`src/rtl/axi_pkg.sv`:
```
// Shared AXI subordinate types: beat context and the read/write arbiter state encodings.
package axi_pkg;

  typedef struct packed {
    logic [31:0] addr;
    logic [31:0] user;
    logic [0:0]  id;
  } axi_ctx_t;

  typedef enum logic [1:0] {
    IDLE    = 2'd0,
    LOCK_WR = 2'd1,
    LOCK_RD = 2'd2
  } axi_sub_arb_st_e;

  typedef enum logic {
    WR = 1'b0,
    RD = 1'b1
  } axi_sub_arb_side_e;

endpackage

```
`src/rtl/axi_sub_rw_arb.sv`:
```
// Burst-atomic round-robin arbiter sharing one component port between the AXI
// write and read subordinates; zero-latency combinational datapath.
module axi_sub_rw_arb
  import axi_pkg::*;
#(
  parameter int AW = 32,
  parameter int DW = 32,
  parameter int BC = DW / 8,
  parameter int UW = 32,
  parameter int IW = 1
) (
  input  logic          clk,
  input  logic          rst_n,
  input  logic          w_dv,
  input  logic          w_last,
  input  logic [AW-1:0] w_addr,
  input  logic [UW-1:0] w_user,
  input  logic [IW-1:0] w_id,
  input  logic [DW-1:0] w_wdata,
  input  logic [BC-1:0] w_wstrb,
  output logic          w_hld,
  output logic          w_err,
  input  logic          r_dv,
  input  logic          r_last,
  input  logic [AW-1:0] r_addr,
  input  logic [UW-1:0] r_user,
  input  logic [IW-1:0] r_id,
  output logic [DW-1:0] r_rdata,
  output logic          r_hld,
  output logic          r_err,
  output logic          dv,
  output logic          write,
  output logic          last,
  output logic [AW-1:0] addr,
  output logic [UW-1:0] user,
  output logic [IW-1:0] id,
  output logic [DW-1:0] wdata,
  output logic [BC-1:0] wstrb,
  input  logic          hld,
  input  logic          err,
  input  logic [DW-1:0] rdata
);

  axi_sub_arb_st_e   st;
  axi_sub_arb_side_e pri;
  logic              gnt_w;
  logic              gnt_r;
  logic              accepted;

  // Grant: lock wins, then sole requester, then the round-robin pointer.
  always_comb begin
    gnt_w = 1'b0;
    gnt_r = 1'b0;
    case (st)
      LOCK_WR: gnt_w = 1'b1;
      LOCK_RD: gnt_r = 1'b1;
      default: begin
        if (w_dv && r_dv) begin
          gnt_w = (pri == WR);
          gnt_r = (pri == RD);
        end else begin
          gnt_w = w_dv;
          gnt_r = r_dv;
        end
      end
    endcase
  end

  always_comb begin
    dv      = 1'b0;
    write   = gnt_w;
    last    = w_last;
    addr    = w_addr;
    user    = w_user;
    id      = w_id;
    wdata   = w_wdata;
    wstrb   = w_wstrb;
    w_hld   = w_dv;
    r_hld   = r_dv;
    w_err   = 1'b0;
    r_err   = 1'b0;
    r_rdata = rdata;
    if (gnt_w) begin
      dv    = w_dv;
      w_hld = hld;
      w_err = w_dv && !hld && err;
    end else if (gnt_r) begin
      dv    = r_dv;
      last  = r_last;
      addr  = r_addr;
      user  = r_user;
      id    = r_id;
      wdata = '0;
      wstrb = '0;
      r_hld = hld;
      r_err = r_dv && !hld && err;
    end
  end

  assign accepted = dv && !hld;

  always_ff @(posedge clk or negedge rst_n) begin
    if (!rst_n) begin
      st  <= IDLE;
      pri <= WR;
    end else if (accepted) begin
      if (last) begin
        st <= IDLE;
        if (gnt_w) pri <= RD;
        else       pri <= WR;
      end else if (gnt_w) begin
        st <= LOCK_WR;
      end else begin
        st <= LOCK_RD;
      end
    end
  end

  a_known: assert property (@(posedge clk) disable iff (!rst_n)
    !$isunknown({dv, hld, gnt_w, gnt_r}));
  a_one_gnt: assert property (@(posedge clk) disable iff (!rst_n)
    !(gnt_w && gnt_r));
  a_lock_wr: assert property (@(posedge clk) disable iff (!rst_n)
    (st == LOCK_WR) |-> (gnt_w && !gnt_r));
  a_lock_rd: assert property (@(posedge clk) disable iff (!rst_n)
    (st == LOCK_RD) |-> (gnt_r && !gnt_w));
  a_dv_src: assert property (@(posedge clk) disable iff (!rst_n)
    dv |-> (w_dv || r_dv));

endmodule
```
`config.mk`:
```
export PLATFORM = sky130hd
export DESIGN_NAME = axi_sub_rw_arb
export DESIGN_NICKNAME = d
export VERILOG_FILES = /design/src/rtl/axi_pkg.sv /design/src/rtl/axi_sub_rw_arb.sv
export SDC_FILE = /design/constraint.sdc
export NUM_CORES = 1
export LEC_CHECK = 0
export BUFFER_PORTS_ARGS = -buffer_cell sky130_fd_sc_hd__buf_2
export CAP_MARGIN = 0
export CORE_AREA = 3 3 131 133
export CTS_CLUSTER_DIAMETER = 200
export DETAILED_ROUTE_END_ITERATION = 8
export DIE_AREA = 0 0 134 136
export PLACE_DENSITY = 0.38
export SYNTH_ARGS = -nofsm -noshare
export SYNTH_HDL_FRONTEND = slang
export SYNTH_SLANG_ARGS = --single-unit
```
`constraint.sdc`:
```
create_clock -name clk -period 2 [get_ports clk]
set_input_delay 0.1 -clock clk [delete_from_list [all_inputs] [get_ports clk]]
set_output_delay 0.1 -clock clk [all_outputs]
set_load 0.005 [all_outputs]
```
**After elaboration in Yosys (flattened, before gate mapping)**

Index checks and enable logic that the tools add are counted.

- Output and inout bits: 140
- Register bits after elaboration: 3

- Reductions and logical operators: 8
- Equality and inequality tests: 2
- Bitwise logic cells: 1
- Multiplexer cells: 27

Operators with widths:

| kind | number |
|---|---|
| $mux W32 | 6 |
| $mux W1 | 15 |
| $mux W4 | 2 |
| $logic_and A1 B1 Y1 | 6 |
| $mux W2 | 2 |
| $pmux W1 S2 | 2 |
| $eq A2 B1 Y1 const B | 1 |
| $eq A2 B2 Y1 const B | 1 |
| $reduce_and A2 Y1 | 1 |
| $logic_not A1 Y1 | 1 |
| $not A1 Y1 | 1 |

**Logic depth before layout (Yosys ltp)**

Gate-level depths: netlist (run 1).

- Word-level depth: 7
- Depth in mapped cells: 9

**Worst setup path before layout (run 1)**

No wires, ideal clock.

- Path kind: register -> register
- From: reg st[0]
- To: reg st[0]
- Cell stages (with the launch flop): 9
- Buffers on the path: 1
- Clock period less this slack: 1.720 ns
- Arrival: 1.640 ns
- Slack: 0.280 ns
- Cells stage by stage: dfrtp_1 > inv_1 > ha_1 > buf_4 > nand2_1 > o22a_1 > mux2_4 > nand2b_4 > o22ai_2

- Longest elaborated chain between the ends: 5
- Elaborated cells on any way between the ends: 11

RTL lines:

| item | line | text |
|---|---|---|
| start, declared | axi_sub_rw_arb.sv:44 | `axi_sub_arb_st_e st;` |
| start signal, assigned | axi_sub_rw_arb.sv:104 | `st <= IDLE;` |
| start signal, assigned | axi_sub_rw_arb.sv:108 | `st <= IDLE;` |
| start signal, assigned | axi_sub_rw_arb.sv:112 | `st <= LOCK_WR;` |
| $eq A2 B2 Y1 or $eq A2 B1 Y1 (tied branches) | axi_sub_rw_arb.sv:54 | `case (st)` |
| $pmux W1 S2 | axi_sub_rw_arb.sv:54 |  |
| $mux W1 | axi_sub_rw_arb.sv:87 | `end else if (gnt_r) begin` |
| $mux W1 (*) | axi_sub_rw_arb.sv:83 | `if (gnt_w) begin` |
| net last | axi_sub_rw_arb.sv:33 | `output logic last,` |
| $mux W2 (*) | axi_sub_rw_arb.sv:107 | `if (last) begin` |

The timed path passes the listed nets; every way through them passes the cells marked *.
A chain may end at the register's enable or synchronous reset.

**Final worst setup path (run 1)**

- From: reg st[1]
- To: out wdata[19]

- Longest elaborated chain between the ends: 4
- Elaborated cells on any way between the ends: 6

RTL lines:

| item | line | text |
|---|---|---|
| $eq A2 B2 Y1 or $eq A2 B1 Y1 (tied branches) | axi_sub_rw_arb.sv:54 |  |
| $pmux W1 S2 | axi_sub_rw_arb.sv:54 |  |
| $mux W32 | axi_sub_rw_arb.sv:87 |  |
| $mux W32 (*) | axi_sub_rw_arb.sv:83 |  |
| end, declared | axi_sub_rw_arb.sv:37 | `output logic [DW-1:0] wdata,` |

Every way passes the cells marked *; elsewhere a longest branch is shown, timed or not.

==> impl_metrics.json, run 1 <==
{
  "wl_met1_um": 4320,
  "cts_buffers": 3,
  "fin_util": 0.221,
  "rows": 46,
  "cp_max_fo": 8,
  "setup_violations": 0,
  "synth_edf_count": 0,
  "multi_input_area_sq_um": 1250,
  "synth_top_family_by_area": "simple AND/OR/NAND/NOR gates",
  "maxClockFrequency_ghz": 0.525,
  "dieWidth_um": 134,
  "synthAdderAreaFrac": 0.0157,
  "hold_viol": 0,
  "synthTopCellsByArea": "nand2_1, buf_4, and2_1",
  "maxSlewHeadroom": 0.751,
  "synthCells": 317,
  "synth_compound_area_frac": 0.0581,
  "gp_congestion": 0.723,
  "slew_viol_final": 0,
  "synth.most_common_cell": "nand2_1",
  "ys_top_cells_by_count": "nand2_1, and2_1, buf_4",
  "yosys_warnings": 0,
  "final_cells": 792,
  "min_period_ps": 1910,
  "routed_wl_um": 11200,
  "hp-class": "input port to output port",
  "cts_root_buffer": "clkbuf_16",
  "drive_gt1_frac": 0.561,
  "core_sq_um": 15900,
  "grt_start_max_net_pins": 64,
  "syn_area_per_cell_sq_um": 5.03,
  "worstPathRequired_ps": 1900,
  "grt_pass1_vias": 2447,
  "fp.dieH_um": 136,
  "pin_count": 346,
  "fin_crit_sh": 0.953,
  "crit_type": "register to output port",
  "yosys.area.top_type": "nand2_1",
  "nNetsFinal": 785,
  "die-area_sq_um": 18200,
  "regArea_sq_um": 75.1,
  "antenna_left": 0,
  "dp.cells": 770,
  "cp-end-kind": "output port",
  "area_delta_synth_final_pct": 121,
  "grt_usage": 0.0779,
  "antenna_found_initial": 0,
  "cp-start-kind": "register",
  "viasPerCell": 3.62,
  "n_fill_cell": 1849,
  "synth.ff_latch_count": 3,
  "clock_skew_ps": 0.647,
  "start_util": 0.100,
  "ir_drop_v": 0.000542,
  "wl_met2_um": 5600,
  "wl_per_cell_um": 14.2,
  "cts_buffer_depth": 2,
  "ys_seq_area_frac": 0.0471,
  "syn-num-nets": 525,
  "grt_pass1_wl_um": 11700,
  "path_clk_slew_ps": 30,
  "cts.sinks": 3,
  "route.detailed.drc": 0,
  "ys.flop_type": "dfrtp_1",
  "pwr_density_cell_nw_per_um2": 1510,
  "clk_latency_ps": 220,
  "synth.top_cell.area_share": 0.473,
  "synth_simple_gate_area_share": 0.655,
  "async_reset_ff_frac": 1.00,
  "overflow": 0,
  "synthMuxAreaShare": 0.00942,
  "worstMarginPinSlew_ps": 369,
  "syn_area_sq_um": 1590,
  "power_leakage_nw": 2.20,
  "maxCapViolCount": 0,
  "setup_slack_ps": 94.0,
  "finalPower_mw": 5.33,
  "first_iter_violations": 44,
  "htree_levels": 1,
  "yosysUniqueCellTypes": 23,
  "outcome": "completed",
  "synthXorXnorAreaFrac": 0,
  "drtPass1Iterations": 4,
  "post-dp-hpwl_um": 7460,
  "top_layer_used": "met4",
  "cp.arrival_ps": 1810,
  "io_buffers": 281,
  "diodes": 0,
  "place_ws_ps": 142,
  "vias": 2867,
  "whs_ps": 200,
  "cts_tree": "built",
  "dr_wl_met3_um": 1140
}
## cell usage in the layout, fill, tap and decap left out, types with 3 or more instances in the layout
master     count
and2_1        36
buf_2        281
buf_6          5
buf_12         4
clkbuf_16     12
dfrtp_1        3
nand2_1      200
buf_4          4
## state kept, by name, indices dropped and copies added (netlist names)
register / flops
st: 2
pri: 1
## cell families after synthesis
group / after synthesis
simple gates: 245
buf+inv: 54
compound gates: 12
flops: 3
fa+ha+maj: 2
mux: 1
## per-stage QoR
stage | TNS (ps) | instance area [sq um]
floorplan | 0 | 1590
global placement | 0 | 3050
finish | 0 | 3520
global route | -11.3 | 3520
detailed placement | 0 | 3050
CTS | 0 | 3150
## report_power, final
group / switching [mW] / internal [mW] / leakage (nW)
clock: 0.0536 / 0.263 / 0.0382
combinational: 2.42 / 2.47 / 2.13
sequential: 0.0329 / 0.0884 / 0.0376
total: 2.51 / 2.82 / 2.20
## layout make-up
cell class | count | area share
inverter | 3 | 0.00320
multi-input combinational | 261 | 0.355
clock buffer | 4 | 0.0224
tap | 216 | 0.0768
sequential | 3 | 0.0213
timing repair buffer | 305 | 0.522
## worst max-delay path: stages (launching register included)
cell	delay, ps
dfrtp_1	390
inv_2	60
ha_2	180
nand2b_4	180
o22a_4	300
clkbuf_16	190
and2_1	150
buf_2	130
## what timing repair did
item,4_1_cts,5_1_grt
buffers inserted,0,3
hold buffers,1,0
endpoints found under the hold margin,3,0
cloned,0,14
resized for setup,2,13
pin swaps,0,3
endpoints found under the setup margin,39,104
## routing by layer
metal  track usage  vias to the layer above
met5             0                        -
met1        0.0841                     1198
met4        0.0206                        0
met2         0.141                      205
met3        0.0315                       14
li1              -                     1450
## final timing paths
path,to,cells after the start,from,slack (ps)
setup / recovery,wdata[19],7,st[1],90
hold / removal,r_rdata[31],0,rdata[31],200
setup reg to reg,st[0],7,st[0],220
hold reg to reg,st[1],2,st[1],610
max in group asynchronous,pri,2,rst_n,1670
min in group asynchronous,st[1],2,rst_n,210
Power figures use the tool's default switching activity.
==> inputs of run 2 (changes only) <==
==> constraint.sdc (replaced) <==
create_clock -name clk -period 2.1 [get_ports clk]
set_input_delay 0.105 -clock clk [delete_from_list [all_inputs] [get_ports clk]]
set_output_delay 0.105 -clock clk [all_outputs]
set_load 0.005 [all_outputs]
==> impl_metrics.json, run 2 (synthesis results as in run 1) <==
{
  "cts_root_buffer": "clkbuf_16",
  "core_sq_um": 15900,
  "die-area_sq_um": 18200,
  "antenna_found_initial": 0,
  "final_cell_mix": "buf_2, nand2_1, and2_1",
  "pin_count": 346,
  "worstMarginPinSlew_ps": 369,
  "cp_max_fo": 32,
  "rsz0062_at_grt": "no",
  "cts.sinks": 3,
  "fp.dieH_um": 136,
  "overflow": 0,
  "hold_viol": 0,
  "worst-path-buf-inv": 3,
  "drtPass1Iterations": 4,
  "dp.cells": 768,
  "rows": 46,
  "clk_latency_ps": 220,
  "clock_skew_ps": 1.19,
  "whs_ps": 210,
  "maxCapViolCount": 0,
  "maxSlewHeadroom": 0.751,
  "final.setup.tns_ps": 0,
  "grt_pass1_vias": 2445,
  "outcome": "completed",
  "slew_viol_final": 0,
  "cts_tree": "built",
  "antenna_left": 0,
  "area_delta_synth_final_pct": 104,
  "cts_buffers": 3,
  "routed_wl_um": 9180,
  "grt-busiest-layer": "met2",
  "cp_top_family": "buffers and inverters",
  "first_iter_violations": 55,
  "wl_per_cell_um": 11.8,
  "nNetsFinal": 770,
  "largest_reg_flops": 2,
  "finalPower_mw": 4.16,
  "maxClockFrequency_ghz": 0.505,
  "ir_drop_v": 0.000835,
  "final_cells": 777,
  "post-dp-hpwl_um": 7360,
  "use_met1": 0.0850,
  "viasPerCell": 3.47,
  "grt_pass1_wl_um": 11800,
  "pwr_density_cell_nw_per_um2": 1280,
  "drive_gt1_frac": 0.540,
  "regMostFlops": "st",
  "gp_congestion": 0.704,
  "htree_levels": 1,
  "setup_violations": 0,
  "grt_usage": 0.0783,
  "grt_start_max_net_pins": 65,
  "use_met3": 0.0303,
  "cp-start-kind": "register",
  "power_leakage_nw": 2.07,
  "fin_util": 0.204,
  "cp-end-kind": "output port",
  "crit_type": "register to output port",
  "vias": 2697,
  "min_period_ps": 1980,
  "start_util": 0.100,
  "io_buffers": 281,
  "postLayoutCellArea_sq_um": 3250,
  "diodes": 0,
  "cp_cell_sequence": "inv_1 > ha_1 > nand2b_2 > o22a_4 > clkbuf_16 > and2_1 > buf_2",
  "path_clk_slew_ps": 30,
  "hp-class": "input port to output port",
  "grtUsageMet2": 0.142,
  "layout_commonest_cell": "buf_2",
  "cp.arrival_ps": 1880,
  "worstPathRequired_ps": 2000,
  "place_area_sq_um": 3040,
  "place_ws_ps": 194,
  "reg_top3": "st x2, pri x1",
  "cpMaxStageDelayCell": "dfrtp_1",
  "setup_slack_ps": 118,
  "dieWidth_um": 134,
  "cts_buffer_depth": 2,
  "route.detailed.drc": 0,
  "fin_crit_sh": 0.944,
  "cpPeakStageDelay_ps": 370
}
## run 2: changes by cell type in the layout (fill, tap and decap cells not counted), sizes merged
cell    delta
buf        -8
clkbuf     -6
o22a       -1
## run 2: report_power, final
part / total, mW / switching [mW] / leakage (nW) / internal (mW)
Sequential: 0.110 / 0.0260 / 0.0376 / 0.0842
Combinational: 3.74 / 1.93 / 2.00 / 1.81
Clock: 0.302 / 0.0513 / 0.0382 / 0.250
## run 2: worst register-to-register path, cell delays in order (launching register included)
cell	delay, ps
dfrtp_1	370
inv_1	80
ha_1	210
nand2b_2	220
o22a_4	260
mux2_4	330
nand2b_4	150
o22ai_2	110
## run 2: final timing paths
| path | startpoint | to | slack, ps | depth (start not counted) |
|---|---|---|---|---|
| setup / recovery | st[1] | wdata[11] | 120 | 7 |
| hold / removal | rdata[26] | r_rdata[26] | 210 | 0 |
| setup reg to reg | st[1] | st[0] | 290 | 7 |
| hold reg to reg | st[1] | st[1] | 620 | 2 |
| max in group asynchronous | rst_n | st[0] | 1770 | 2 |
| min in group asynchronous | rst_n | st[1] | 220 | 2 |
## run 2: timing repair
item	CTS	global route
gates resized for setup	2	4
endpoints found under the setup margin	38	24
hold endpoints to repair	3	0
buffers inserted	0	1
hold buffers	1	0
pin swaps	0	2
cloned	0	3
## run 2: cell type report
| cell class | instances | area (sq um) |
|---|---|---|
| fillers | 1848 | 12700 |
| repair buffers | 291 | 1600 |
| multi-input cells | 260 | 1210 |
| well taps | 216 | 270 |
| clock buffers | 4 | 78.8 |
| flip-flops and latches | 3 | 75.1 |
| inverters | 3 | 11.3 |
## run 2: routing by layer
metal  vias to the layer above  part of all wire  wire, um
li1                       1413                 -         -
met1                      1061              0.37      3400
met2                       209              0.49      4520
met3                        14              0.12      1110
met4                         0             0.016       146
met5                         -                 0         0
==> inputs of run 3 (changes only) <==
--- a/config.mk
+++ b/config.mk
@@ -11,7 +11,6 @@
 export CTS_CLUSTER_DIAMETER = 200
 export DETAILED_ROUTE_END_ITERATION = 8
 export DIE_AREA = 0 0 134 136
-export PLACE_DENSITY = 0.38
 export SYNTH_ARGS = -nofsm -noshare
 export SYNTH_HDL_FRONTEND = slang
 export SYNTH_SLANG_ARGS = --single-unit
==> impl_metrics.json, run 3 (synthesis results as in run 1) <==
{
  "cp.arrival_ps": 1890,
  "pin_count": 346,
  "rr_worst_depth": 7,
  "rsz0062_at_grt": "no",
  "layout_commonest_cell": "buf_2",
  "drive_gt1_frac": 0.534,
  "place_area_sq_um": 3020,
  "clk_latency_ps": 220,
  "switchingPower_mw": 1.91,
  "area_delta_synth_final_pct": 98.1,
  "clock_skew_ps": 0.876,
  "pwr-share-comb": 0.895,
  "ir_drop_v": 0.000522,
  "path_depth": 8,
  "core_sq_um": 15900,
  "fin_util": 0.198,
  "setup_violations": 0,
  "path_clk_slew_ps": 30,
  "worstPathRequired_ps": 2000,
  "seqPwrFrac": 0.027,
  "worstMarginPinSlew_ps": 388,
  "overflow": 0,
  "whs_ps": 210,
  "grt_pass1_wl_um": 11000,
  "routed_wl_um": 8370,
  "cp_cell_sequence": "inv_1 > ha_1 > buf_4 > o22a_4 > buf_12 > nand2_1 > nand2_1 > buf_2",
  "place_ws_ps": 239,
  "first_iter_violations": 71,
  "hp-class": "input port to async pin",
  "hold_viol": 0,
  "route.detailed.drc": 0,
  "nNetsFinal": 767,
  "r2r_end": "st[1]",
  "worst-path-buf-inv": 4,
  "io_buffers": 281,
  "start_util": 0.100,
  "regMostFlops": "st",
  "cp_top_family": "buffers and inverters",
  "crit_start": "st[0]",
  "cpMaxStageDelayCell": "dfrtp_1",
  "reg2reg_from": "st[0]",
  "cp-end-kind": "output port",
  "cts.sinks": 3,
  "fp.dieH_um": 136,
  "power_leakage_nw": 2.04,
  "outcome": "completed",
  "setup_slack_ps": 106,
  "cts_root_buffer": "clkbuf_16",
  "postLayoutCellArea_sq_um": 3160,
  "slew_viol_final": 0,
  "dieWidth_um": 134,
  "grt_start_max_net_pins": 62,
  "largest_reg_flops": 2,
  "antenna_left": 0,
  "maxCapViolCount": 0,
  "switching_share": 0.496,
  "reg2reg_slack_ps": 290,
  "dp.cells": 768,
  "finalPower_mw": 3.84,
  "drtPass1Iterations": 5,
  "cts_buffers": 3,
  "diodes": 0,
  "viasPerCell": 3.52,
  "final.setup.tns_ps": 0,
  "crit_type": "register to output port",
  "htree_levels": 1,
  "vias": 2722,
  "cts_tree": "built",
  "reg_top3": "st x2, pri x1",
  "maxSlewHeadroom": 0.739,
  "maxClockFrequency_ghz": 0.502,
  "fin_crit_sh": 0.950,
  "wl_per_cell_um": 10.8,
  "cts_buffer_depth": 2,
  "cp-start-kind": "register",
  "antenna_found_initial": 0,
  "gp_congestion": 0.750,
  "cpPeakStageDelay_ps": 330,
  "crit_end": "user[2]",
  "crit_top_cell": "nand2_1",
  "rows": 46,
  "final_cell_mix": "buf_2, nand2_1, and2_1",
  "internal_power_mw": 1.94,
  "cp_max_fo": 31,
  "pwr_density_cell_nw_per_um2": 1220,
  "grt_usage": 0.0736,
  "post-dp-hpwl_um": 7110,
  "clkPwrFrac": 0.078,
  "n_fill_cell": 1815,
  "final_cells": 774,
  "die-area_sq_um": 18200,
  "min_period_ps": 1990,
  "grt_pass1_vias": 2357
}
==> run 3: cell types whose count changed in the layout (fill, tap and decap cells not counted), sizes merged <==
cell    change
clkbuf      -2
buf         -1
==> run 3: power groups by stage <==
stage	Sequential (mW)	Combinational, mW	Clock [mW]
6_report	0.105	3.44	0.301
5_1_grt	0.108	3.82	0.312
4_1_cts	0.105	3.30	0.304
3_5_place_dp	0.105	3.28	0
3_3_place_gp	0.104	3.27	0
2_1_floorplan	0.0980	1.86	0
==> run 3: routing by layer <==
metal | global-route usage | up-vias | wire length (um)
met1 | 0.0817 | 1112 | 3110
met2 | 0.133 | 188 | 4090
li1 | - | 1404 | -
met3 | 0.0229 | 18 | 973
met4 | 0.0263 | 0 | 191
met5 | 0 | - | 0
==> run 3: final cells by class <==
type                    count  area, sq um  area share
repair buffers            288         1520       0.483
multi-input cells         260         1200       0.380
well taps                 216          270      0.0856
clock buffers               4         78.8      0.0250
flip-flops and latches      3         75.1      0.0238
inverters                   3         11.3     0.00357
==> run 3: worst register-to-register path, cell delays in order, from the launching register on <==
cell and delay (ps):
dfrtp_1 330, inv_1 70, ha_1 310, buf_4 170
o22a_4 240, mux2_4 340, nand2b_4 150, o22ai_2 110
==> run 3: worst min-delay path by stage <==
stage	startpoint	end	depth (start not counted)
2_1_floorplan	rst_n	pri	0
3_3_place_gp	rst_n	st[0]	1
3_5_place_dp	rst_n	st[0]	1
4_1_cts	rdata[11]	r_rdata[11]	0
5_1_grt	rdata[0]	r_rdata[0]	0
6_report	rst_n	pri	2
==> run 3: timing repair <==
item / CTS / global route
hold endpoints to repair: 3 / 0
setup buffers: 0 / 0
endpoints found under the setup margin: 0 / 45
resized for setup: 0 / 6
hold buffers: 1 / 0
